[src/rtl/round_sequencer_pkg.sv]
// Shared definitions for the memory-game round controller.
// Holds symbol codes, display message encodings, FSM state codes,
// datapath widths and default geometry of the pattern memory.
package round_sequencer_pkg;

  localparam int SYM_W           = 3;   // symbol code width
  localparam int ADDR_W          = 8;   // block memory address width
  localparam int IDX_W           = 6;   // pattern index / round length width
  localparam int TIMER_W         = 7;   // input-window timer width
  localparam int GCNT_W          = 4;   // GOOD hold counter width
  localparam int NUM_BANKS       = 4;
  localparam int BANK_W          = $clog2(NUM_BANKS);
  localparam int DEF_PAT_LEN     = 50;
  localparam int DEF_BANK_STRIDE = 50;

  typedef enum logic [SYM_W-1:0] {
    SYM_UP    = 3'd0,
    SYM_DOWN  = 3'd1,
    SYM_LEFT  = 3'd2,
    SYM_RIGHT = 3'd3,
    SYM_MID   = 3'd4
  } sym_e;

  // msg_sel encodings for the seven-segment message mux
  localparam logic [1:0] MSG_BLANK = 2'd0;
  localparam logic [1:0] MSG_ECHO  = 2'd1;
  localparam logic [1:0] MSG_GOOD  = 2'd2;
  localparam logic [1:0] MSG_LOSE  = 2'd3;

  // FSM state codes; LOAD..GOOD are contiguous so busy is a range test
  localparam logic [2:0] ST_IDLE     = 3'd0;
  localparam logic [2:0] ST_LOAD     = 3'd1;
  localparam logic [2:0] ST_SHOW_OFF = 3'd2;
  localparam logic [2:0] ST_SHOW_ON  = 3'd3;
  localparam logic [2:0] ST_INPUT    = 3'd4;
  localparam logic [2:0] ST_GOOD     = 3'd5;
  localparam logic [2:0] ST_LOSE     = 3'd6;
  localparam logic [2:0] ST_DONE     = 3'd7;

  function automatic logic state_is_busy(input logic [2:0] st);
    return (st >= ST_LOAD) && (st <= ST_GOOD);
  endfunction

endpackage

[src/rtl/round_sequencer_if.sv]
// Bus bundle between the round controller and its datapath neighbours.
//   mem_addr  block memory read address (controller -> memory)
//   mem_rd    read strobe, data returns one cycle later
//   mem_data  symbol read from block memory
//   btn_valid one-cycle pulse per debounced press
//   btn_code  symbol of the pressed button, valid with btn_valid
// master: the round controller; slave: memory / button side.
interface round_sequencer_if;
  import round_sequencer_pkg::*;

  logic [ADDR_W-1:0] mem_addr;
  logic              mem_rd;
  logic [SYM_W-1:0]  mem_data;
  logic              btn_valid;
  logic [SYM_W-1:0]  btn_code;

  modport master (
    output mem_addr, mem_rd,
    input  mem_data, btn_valid, btn_code
  );

  modport slave (
    input  mem_addr, mem_rd,
    output mem_data, btn_valid, btn_code
  );
endinterface

[src/rtl/round_sequencer_loader.sv]
// Pattern loader: streams PAT_LEN symbols from one memory bank into the
// controller's pattern register file.
//   clk, rst_n  clock, synchronous active-low reset
//   load_go     one-cycle pulse: start a load from bank
//   bank        bank number, sampled with load_go
//   mem_rd      read strobe, one per pattern index
//   mem_addr    bank*BANK_STRIDE + index while reading, else 0
//   mem_data    returned symbol (valid one cycle after mem_rd)
//   wr_en/wr_addr/wr_data  pattern file write port
//   done        pulses with the last pattern write
module round_sequencer_loader
  import round_sequencer_pkg::*;
#(
  parameter int PAT_LEN     = DEF_PAT_LEN,
  parameter int BANK_STRIDE = DEF_BANK_STRIDE
) (
  input  logic              clk,
  input  logic              rst_n,
  input  logic              load_go,
  input  logic [BANK_W-1:0] bank,
  output logic              mem_rd,
  output logic [ADDR_W-1:0] mem_addr,
  input  logic [SYM_W-1:0]  mem_data,
  output logic              wr_en,
  output logic [IDX_W-1:0]  wr_addr,
  output logic [SYM_W-1:0]  wr_data,
  output logic              done
);

  localparam logic [IDX_W-1:0] LAST_IDX = IDX_W'(PAT_LEN - 1);

  logic              rd_active_reg;
  logic [IDX_W-1:0]  rd_idx_reg;
  logic [ADDR_W-1:0] base_reg;
  logic              cap_valid_reg;
  logic [IDX_W-1:0]  cap_idx_reg;

  always_ff @(posedge clk) begin
    if (!rst_n) begin
      rd_active_reg <= 1'b0;
      rd_idx_reg    <= '0;
      base_reg      <= '0;
      cap_valid_reg <= 1'b0;
      cap_idx_reg   <= '0;
    end else begin
      // capture stage trails the read stage by exactly the memory latency
      cap_valid_reg <= rd_active_reg;
      cap_idx_reg   <= rd_idx_reg;
      if (load_go) begin
        rd_active_reg <= 1'b1;
        rd_idx_reg    <= '0;
        base_reg      <= ADDR_W'(int'(bank) * BANK_STRIDE);
      end else if (rd_active_reg) begin
        if (rd_idx_reg == LAST_IDX) begin
          rd_active_reg <= 1'b0;
        end else begin
          rd_idx_reg <= rd_idx_reg + 1'b1;
        end
      end
    end
  end

  assign mem_rd   = rd_active_reg;
  assign mem_addr = rd_active_reg ? (base_reg + ADDR_W'(rd_idx_reg)) : '0;
  assign wr_en    = cap_valid_reg;
  assign wr_addr  = cap_idx_reg;
  assign wr_data  = mem_data;
  assign done     = cap_valid_reg && (cap_idx_reg == LAST_IDX);

endmodule

[src/rtl/round_sequencer.sv]
// Game-round controller for the memory pattern game.
// Loads a pattern from a memory bank, shows a growing prefix of it on the
// level tick, then checks the player's presses inside a timed window.
//   clk, rst_n  clock, synchronous active-low reset
//   start       menu pulse: new game (accepted in IDLE/LOSE/DONE only)
//   bank_sel    pattern bank, sampled on accepted start
//   tick        level-speed enable pulse
//   bus         memory read port and button inputs (master side)
//   show_en     pattern symbol show_sym is being displayed
//   show_sym    shown pattern symbol, or echo of the last good press
//   msg_sel     BLANK / ECHO / GOOD / LOSE
//   round_len   current round length
//   score       completed rounds
//   busy        game in progress (LOAD..GOOD)
//   game_over   LOSE or DONE
module round_sequencer
  import round_sequencer_pkg::*;
#(
  parameter int PAT_LEN     = DEF_PAT_LEN,
  parameter int BANK_STRIDE = DEF_BANK_STRIDE,
  parameter int START_LEN   = 1,
  parameter int TIME_TICKS  = 3,
  parameter int GOOD_TICKS  = 2
) (
  input  logic                  clk,
  input  logic                  rst_n,
  input  logic                  start,
  input  logic [BANK_W-1:0]     bank_sel,
  input  logic                  tick,
  round_sequencer_if.master     bus,
  output logic                  show_en,
  output logic [SYM_W-1:0]      show_sym,
  output logic [1:0]            msg_sel,
  output logic [IDX_W-1:0]      round_len,
  output logic [IDX_W-1:0]      score,
  output logic                  busy,
  output logic                  game_over
);

  localparam logic [IDX_W-1:0]   PAT_LEN_C   = IDX_W'(PAT_LEN);
  localparam logic [IDX_W-1:0]   START_LEN_C = IDX_W'(START_LEN);
  localparam logic [TIMER_W-1:0] TIME_C      = TIMER_W'(TIME_TICKS);
  localparam logic [GCNT_W-1:0]  GOOD_C      = GCNT_W'(GOOD_TICKS);

  logic [2:0]         state_reg,     state_next;
  logic [IDX_W-1:0]   idx_reg,       idx_next;
  logic [IDX_W-1:0]   vidx_reg,      vidx_next;
  logic [TIMER_W-1:0] timer_reg,     timer_next;
  logic [GCNT_W-1:0]  gcnt_reg,      gcnt_next;
  logic [IDX_W-1:0]   round_len_reg, round_len_next;
  logic [IDX_W-1:0]   score_reg,     score_next;
  logic [SYM_W-1:0]   echo_sym_reg,  echo_sym_next;
  logic               echo_flag_reg, echo_flag_next;

  // pattern register file; deliberately not reset
  logic [SYM_W-1:0]   pat_mem [PAT_LEN];

  logic               load_go;
  logic               ld_wr_en;
  logic [IDX_W-1:0]   ld_wr_addr;
  logic [SYM_W-1:0]   ld_wr_data;
  logic               ld_done;

  assign load_go = start &&
                   ((state_reg == ST_IDLE) || (state_reg == ST_LOSE) || (state_reg == ST_DONE));

  round_sequencer_loader #(
    .PAT_LEN     (PAT_LEN),
    .BANK_STRIDE (BANK_STRIDE)
  ) u_loader (
    .clk      (clk),
    .rst_n    (rst_n),
    .load_go  (load_go),
    .bank     (bank_sel),
    .mem_rd   (bus.mem_rd),
    .mem_addr (bus.mem_addr),
    .mem_data (bus.mem_data),
    .wr_en    (ld_wr_en),
    .wr_addr  (ld_wr_addr),
    .wr_data  (ld_wr_data),
    .done     (ld_done)
  );

  always_ff @(posedge clk) begin
    if (ld_wr_en) begin
      pat_mem[ld_wr_addr] <= ld_wr_data;
    end
  end

  always_comb begin
    state_next     = state_reg;
    idx_next       = idx_reg;
    vidx_next      = vidx_reg;
    timer_next     = timer_reg;
    gcnt_next      = gcnt_reg;
    round_len_next = round_len_reg;
    score_next     = score_reg;
    echo_sym_next  = echo_sym_reg;
    echo_flag_next = echo_flag_reg;

    case (state_reg)
      ST_IDLE, ST_LOSE, ST_DONE: begin
        if (start) begin
          state_next     = ST_LOAD;
          score_next     = '0;
          echo_sym_next  = '0;
          echo_flag_next = 1'b0;
        end
      end
      ST_LOAD: begin
        if (ld_done) begin
          state_next     = ST_SHOW_OFF;
          round_len_next = START_LEN_C;
          idx_next       = '0;
        end
      end
      ST_SHOW_OFF: begin
        if (tick) begin
          state_next = ST_SHOW_ON;
        end
      end
      ST_SHOW_ON: begin
        if (tick) begin
          if ((idx_reg + 1'b1) < round_len_reg) begin
            idx_next   = idx_reg + 1'b1;
            state_next = ST_SHOW_OFF;
          end else begin
            vidx_next      = '0;
            timer_next     = {1'b0, round_len_reg} + TIME_C;
            echo_flag_next = 1'b0;
            state_next     = ST_INPUT;
          end
        end
      end
      ST_INPUT: begin
        // a press takes priority; a coincident tick is dropped entirely
        if (bus.btn_valid) begin
          if (bus.btn_code == pat_mem[vidx_reg]) begin
            echo_sym_next  = bus.btn_code;
            echo_flag_next = 1'b1;
            if ((vidx_reg + 1'b1) == round_len_reg) begin
              score_next = round_len_reg;
              gcnt_next  = GOOD_C;
              state_next = ST_GOOD;
            end else begin
              vidx_next = vidx_reg + 1'b1;
            end
          end else begin
            state_next = ST_LOSE;
          end
        end else if (tick) begin
          if (timer_reg == '0) begin
            state_next = ST_LOSE;
          end else begin
            timer_next = timer_reg - 1'b1;
          end
        end
      end
      ST_GOOD: begin
        // gcnt counts the ticks still to hold; the last one leaves GOOD
        if (tick) begin
          if (gcnt_reg <= GCNT_W'(1)) begin
            if (round_len_reg == PAT_LEN_C) begin
              state_next = ST_DONE;
            end else begin
              round_len_next = round_len_reg + 1'b1;
              idx_next       = '0;
              state_next     = ST_SHOW_OFF;
            end
          end else begin
            gcnt_next = gcnt_reg - 1'b1;
          end
        end
      end
      default: state_next = ST_IDLE;
    endcase
  end

  always_ff @(posedge clk) begin
    if (!rst_n) begin
      state_reg     <= ST_IDLE;
      idx_reg       <= '0;
      vidx_reg      <= '0;
      timer_reg     <= '0;
      gcnt_reg      <= '0;
      round_len_reg <= '0;
      score_reg     <= '0;
      echo_sym_reg  <= '0;
      echo_flag_reg <= 1'b0;
    end else begin
      state_reg     <= state_next;
      idx_reg       <= idx_next;
      vidx_reg      <= vidx_next;
      timer_reg     <= timer_next;
      gcnt_reg      <= gcnt_next;
      round_len_reg <= round_len_next;
      score_reg     <= score_next;
      echo_sym_reg  <= echo_sym_next;
      echo_flag_reg <= echo_flag_next;
    end
  end

  always_comb begin
    msg_sel = MSG_BLANK;
    case (state_reg)
      ST_INPUT:         msg_sel = echo_flag_reg ? MSG_ECHO : MSG_BLANK;
      ST_GOOD, ST_DONE: msg_sel = MSG_GOOD;
      ST_LOSE:          msg_sel = MSG_LOSE;
      default:          msg_sel = MSG_BLANK;
    endcase
  end

  assign show_en   = (state_reg == ST_SHOW_ON);
  assign show_sym  = show_en ? pat_mem[idx_reg] : echo_sym_reg;
  assign round_len = round_len_reg;
  assign score     = score_reg;
  assign busy      = state_is_busy(state_reg);
  assign game_over = (state_reg == ST_LOSE) || (state_reg == ST_DONE);

endmodule

[src/flat_wrapper.sv]
// flat-port wrapper written by rule: the top's interface ports become plain ports
module round_sequencer_flat import round_sequencer_pkg::*;
#(
  parameter int PAT_LEN     = DEF_PAT_LEN,
  parameter int BANK_STRIDE = DEF_BANK_STRIDE,
  parameter int START_LEN   = 1,
  parameter int TIME_TICKS  = 3,
  parameter int GOOD_TICKS  = 2
)
  (clk, rst_n, start, bank_sel, tick, show_en, show_sym, msg_sel, round_len, score, busy, game_over, bus_mem_addr, bus_mem_rd, bus_mem_data, bus_btn_valid, bus_btn_code);
  round_sequencer_if bus_i ();
  input  logic clk;
  input  logic rst_n;
  input  logic start;
  input  logic [BANK_W-1:0] bank_sel;
  input  logic tick;
  output logic show_en;
  output logic [SYM_W-1:0] show_sym;
  output logic [1:0] msg_sel;
  output logic [IDX_W-1:0] round_len;
  output logic [IDX_W-1:0] score;
  output logic busy;
  output logic game_over;
  output wire logic [$bits(bus_i.mem_addr)-1:0] bus_mem_addr;
  output wire logic [$bits(bus_i.mem_rd)-1:0] bus_mem_rd;
  input wire logic [$bits(bus_i.mem_data)-1:0] bus_mem_data;
  input wire logic [$bits(bus_i.btn_valid)-1:0] bus_btn_valid;
  input wire logic [$bits(bus_i.btn_code)-1:0] bus_btn_code;
  assign bus_mem_addr = bus_i.mem_addr;
  assign bus_mem_rd = bus_i.mem_rd;
  assign bus_i.mem_data = bus_mem_data;
  assign bus_i.btn_valid = bus_btn_valid;
  assign bus_i.btn_code = bus_btn_code;
  round_sequencer #(.PAT_LEN(PAT_LEN), .BANK_STRIDE(BANK_STRIDE), .START_LEN(START_LEN), .TIME_TICKS(TIME_TICKS), .GOOD_TICKS(GOOD_TICKS)) u_core (.clk(clk), .rst_n(rst_n), .start(start), .bank_sel(bank_sel), .tick(tick), .bus(bus_i), .show_en(show_en), .show_sym(show_sym), .msg_sel(msg_sel), .round_len(round_len), .score(score), .busy(busy), .game_over(game_over));
endmodule
[config.mk]
export PLATFORM = sky130hd
export DESIGN_NAME = round_sequencer_flat
export DESIGN_NICKNAME = d
export VERILOG_FILES = /design/src/rtl/round_sequencer_pkg.sv /design/src/rtl/round_sequencer_if.sv /design/src/rtl/round_sequencer_loader.sv /design/src/rtl/round_sequencer.sv /design/src/flat_wrapper.sv
export SDC_FILE = /design/constraint.sdc
export NUM_CORES = 1
export LEC_CHECK = 0
export ABC_AREA = 0
export BUFFER_PORTS_ARGS = -buffer_cell sky130_fd_sc_hd__buf_2
export CORE_MARGIN = 10
export CORE_UTILIZATION = 56
export DETAILED_ROUTE_END_ITERATION = 6
export GPL_TIMING_DRIVEN = 0
export PLACE_DENSITY = 0.84
export SLEW_MARGIN = 25
export SYNTH_ARGS = -nofsm -noshare
export SYNTH_HDL_FRONTEND = slang
export SYNTH_HIERARCHICAL = 1
export SYNTH_SLANG_ARGS = --single-unit
[constraint.sdc]
create_clock -name clk -period 4.2 [get_ports clk]
set_input_delay 1.26 -clock clk [delete_from_list [all_inputs] [get_ports clk]]
set_output_delay 1.26 -clock clk [all_outputs]
set_load 0.005 [all_outputs]
Yosys cells after proc, flatten, opt, wreduce, memory -nomap -nowiden
Memories as Yosys holds them, arrays and structs flattened. A register that Yosys moved wholly into a read port is not among the register bits.
Index checks and enable logic that the tools add are counted.

cells by class
  $add $sub $neg = 8
  multipliers = 1
  magnitude comparators = 4
  eq/ne operators = 32
  multiplexer cells = 72
  bitwise operators = 2
  reduce and logical (&&, ||, !) cells = 27

operator list
  operator                                          number
  2-to-1 mux 6 bit                                  23
  2-to-1 mux 3 bit                                  17
  case mux 6 bit (2 select lines)                   3
  2-to-1 mux 7 bit                                  5
  != test 2 bit, second input constant              13
  adder 6 x 1 -> 6 bit, second input constant       4
  AND reduction 6 bit                               4
  2-to-1 mux 4 bit                                  5
  equality test 6 bit, second input constant        3
  case mux 3 bit (6 select lines)                   1
  case mux 6 bit (3 select lines)                   1
  case mux 7 bit (2 select lines)                   1
  equality test 3 bit, second input constant        4
  2-to-1 mux 1 bit                                  11
  AND reduction 5 bit                               2
  AND reduction 9 bit                               1
  adder 8 x 6 -> 8 bit                              1
  2-to-1 mux 8 bit                                  1
  != test 2 x 1 -> 1 bit, second input constant     4
  case mux 4 bit (2 select lines)                   1
  nonzero test 2 bit                                4
  adder 6 x 2 -> 7 bit, second input constant       1
  logical NOT 7 bit                                 1
  multiplier 2 x 5 -> 7 bit, second input constant  1
  other kinds (26)                                  34

word-level totals
  register bits = 63
  memory bits (writable) = 150
  output and inout port bits = 29
  word-level logic and storage cells = 161
  memories kept = 1

memory list
  memory          words  bits a word  read ports  clocked after Yosys merged registers in  write ports  line                   source
  u_core.pat_mem  50     3            2           2                                        1            round_sequencer.sv:56  logic [SYM_W-1:0] pat_mem [PAT_LEN];

Logic depth before layout (Yosys ltp)
  depth after elaboration = 8
  depth in mapped cells = 13
  depth with buffers taken out = 10

Hierarchy
The synthesis kept the hierarchy.

by module, submodules not included
  module                  instances  cells each  area each (µm²)  sequential area each (µm²)
  round_sequencer         1          762         10392.5          5585.4
  round_sequencer_loader  1          110         1043.5           380.4

Least setup slack after synthesis
Ideal clock, no wire load.

  path type = register to output
  start point = register (tool-made name)
  end point = output show_sym[0]
  data arrival time = 3076 ps
  data required time = 2940 ps
  path slack = -136 ps
  cell stages (with the launch flop) = 7
  path through = dfxtp_1 buf_1 clkbuf_1 mux4_2 mux4_2 mux4_2 mux2_2

RTL lines
  item       line                source
  to (decl)  flat_wrapper.sv:18  output logic [SYM_W-1:0] show_sym;

==> metrics.txt <==
status finished, violations left; failing checks negative setup slack; Reg2Reg Capture Point u_core/vidx_reg[2]; max_cap viols 0; Die Ht 163 um; worst reg-to-reg setup slack 0.13 ns; Layout Skew 0.0126 ns; Starting Density 56.7%; WP data required 2.94 ns; vias in the first global route 8046; hold_ws 0.503 ns; Netlist Area Pre-Place 0.0114 mm^2; Max VDD drop 308 uV; Synth Area in Compound Gates 7.70%; net count after synthesis 910; area of the core 0.0202 mm^2; GRT Overall Usage 22.6%; Cells after Synth 872; post-synthesis mux area share 20.1%; CP endpoint show_sym[1]; grt ovf 0; most frequent cells in the layout 150 x edfxtp_1, 92 x nor2_1, 78 x mux4_2; Max Clk Rate 226 MHz; post-route ant nets 0; # rows 52; clock sinks 223; worst r2r path cells 11; Seq/Total Area, Yosys 52.2%; HPWL Detailed 20.2 mm; Port Buffer Count 38; Crit Path Max Fanout 8; DRC violations left 0; Post-Synth Simple-Gate Area 11.7%; clock root buffer clkbuf_16; nets 975; pin count of the biggest net entering global routing 51; Worst Tran Pin Value 0.839 ns; ys async rst share 0%; synthesized flop and latch total 223; CTS tree yes; post-route setup slack -0.234 ns; Synth Warn # 6; Vias per Instance 6.62; Area Overhead vs Synth 12.2%; mean post-synth cell area 13.1 um^2; RSZ-0062 raised after global routing yes; LEAKAGE 4.23 nW; routability cong. 0.942; final period utilization 106%; Post-synth EDFFs 150; fin area 0.0128 mm^2; vias 8106; Worst-path clk slew 0.06 ns; Iter 0 DRT Violations 1096; initial antenna violation count 1; CTS H-tree depth 1; # IOs 42; Setup crit start kind flip-flop; Largest register FFs 150; Slew Viols, Final 0; crit end category output port; DIE WIDTH 163 um; Setup-failing EPs final 3; post-synthesis cell type count 75; Die Footprint 0.0265 mm^2; fillers 1466; commonest non-fill, non-tap cell in the layout edfxtp_1; first-pass GRT wire length 46.8 mm; Most used DFF post-synth edfxtp_1; Fin. Hold Viols 0; worst min path class flip-flop to flip-flop; PwrDens 379 mW/mm^2; Final min period 4.43 ns; Post-Synth Adder-Cell Area 2.80%; Post-DP Area 0.0120 mm^2; layout cell share with drive strength beyond 1 22.2%; clk_lat worst skew 0.53 ns; hold buffers post-CTS 0; slew margin rel. 43.4%; Detailed Route WL 30.4 mm; antenna cells 0; largest family of logic cells by synthesized area multiplexers; wire per inst 24.8 um; crit path DAT 3.17 ns; Post-Synth XOR/XNOR Area 2.26%; Initial DRT Pass Iterations 7; Crit Path Class flip-flop to output port; maximum root-to-sink buffer count 3; number of CTS-inserted buffers 24
per-stage QoR:
step	util [%]	cells	power, mW	TNS [ns]	worst slack, ns
final	63.6	1225	4.86	-0.666	-0.234
after global routing	63.6	1225	5.01	-0.744	-0.265
after CTS	63.6	1226	4.87	-0.604	-0.206
after detailed placement	59.3	1180	2.87	-2.30	-0.774
after global placement	59.3	1180	2.86	-2.26	-0.757
after floorplan	-	872	2.74	0	0.0342
synth_stat cells, types with 4 or more instances:
master     instances  area [um^2]
a21oi_1           29          145
a22oi_1            4         30.0
a31oi_1            5         31.3
and2_1            19          119
and3_1             6         37.5
and4_1             4         35.0
buf_1              7         26.3
buf_2              7         35.0
buf_4              6         45.0
buf_6              4         45.0
clkbuf_1          23         86.3
dfxtp_1           73         1460
edfxtp_1         150         4500
ha_1              24          300
inv_1             29          109
mux2_2            14          158
mux2i_1           33          330
mux4_2            78         1760
nand2_1           45          169
nand2b_1          10         62.6
nand3_1           25          125
nand3b_1           8         60.1
nand4_1            5         31.3
nor2_1            92          345
nor2b_1           17          106
nor3_1             9         45.0
o21a_1             9         67.6
o21ai_0           22          110
o221a_2            4         45.0
o2bb2ai_1          8         70.1
o31ai_1            4         30.0
or2_2              5         31.3
or3_1              6         37.5
xnor2_1           20          175
xor2_1             7         61.3
critical path: stages (launching register included):
cell	delay (ns)
dfxtp_4	0.38
buf_12	0.12
clkbuf_16	0.16
mux4_2	0.55
mux4_2	0.55
mux4_2	0.48
mux2_4	0.28
buf_6	0.12
timing repair:
| item | in CTS | in global routing |
|---|---|---|
| buffers inserted | 3 | 0 |
| endpoints found under the setup margin | 3 | 3 |
| gates resized for setup | 42 | 0 |
worst min path at each step:
stage	from	endpoint	slack [ns]	depth (start not counted)
2_1_floorplan	u_core/echo_sym_reg[1]	u_core/echo_sym_reg[1]	0.44	2
3_3_place_gp	u_core/echo_sym_reg[1]	u_core/echo_sym_reg[1]	0.46	2
3_5_place_dp	u_core/u_loader/base_reg[5]	u_core/u_loader/base_reg[5]	0.48	1
4_1_cts	u_core/echo_sym_reg[0]	u_core/echo_sym_reg[0]	0.50	2
5_1_grt	u_core/echo_sym_reg[1]	u_core/echo_sym_reg[1]	0.53	2
6_report	u_core/echo_sym_reg[0]	u_core/echo_sym_reg[0]	0.50	2
logic make-up after synthesis:
family                   after synthesis
AND/OR/NAND/NOR                      267
flip-flops                           223
multiplexers                         127
AO/OA/AOI/OAI                        122
buffers and inverters                 80
XOR/XNOR                              28
adder cells (fa/ha/maj)               25
per-layer routing:
metal	vias to the layer above	global-route usage [%]	part of all wire, %	routed length (um)
met3	115	4.32	11	3250
met4	2	10.6	4.5	1360
met2	552	37.9	49	14900
li1	3471	-	-	-
met1	3966	27.9	36	10900
met5	-	0	0.066	20
report_power, final:
group | leakage (nW) | switching (mW) | total (mW) | internal, mW
Combinational | 1.93 | 0.282 | 0.447 | 0.165
Clock | 0.360 | 0.858 | 2.01 | 1.15
Sequential | 1.94 | 0.0310 | 2.40 | 2.37
layout make-up:
type / count / area [um^2] / share of cell area (%)
Clock buffer: 31 / 648 / 5.05
Sequential cell: 223 / 5970 / 46.5
Clock inverter: 13 / 97.6 / 0.761
Timing Repair Buffer: 41 / 235 / 1.83
Tap cell: 270 / 338 / 2.63
Buffer: 46 / 308 / 2.40
Inverter: 32 / 120 / 0.936
Multi-Input combinational cell: 569 / 5110 / 39.8
Note: power is estimated with default switching activity, not from simulation.
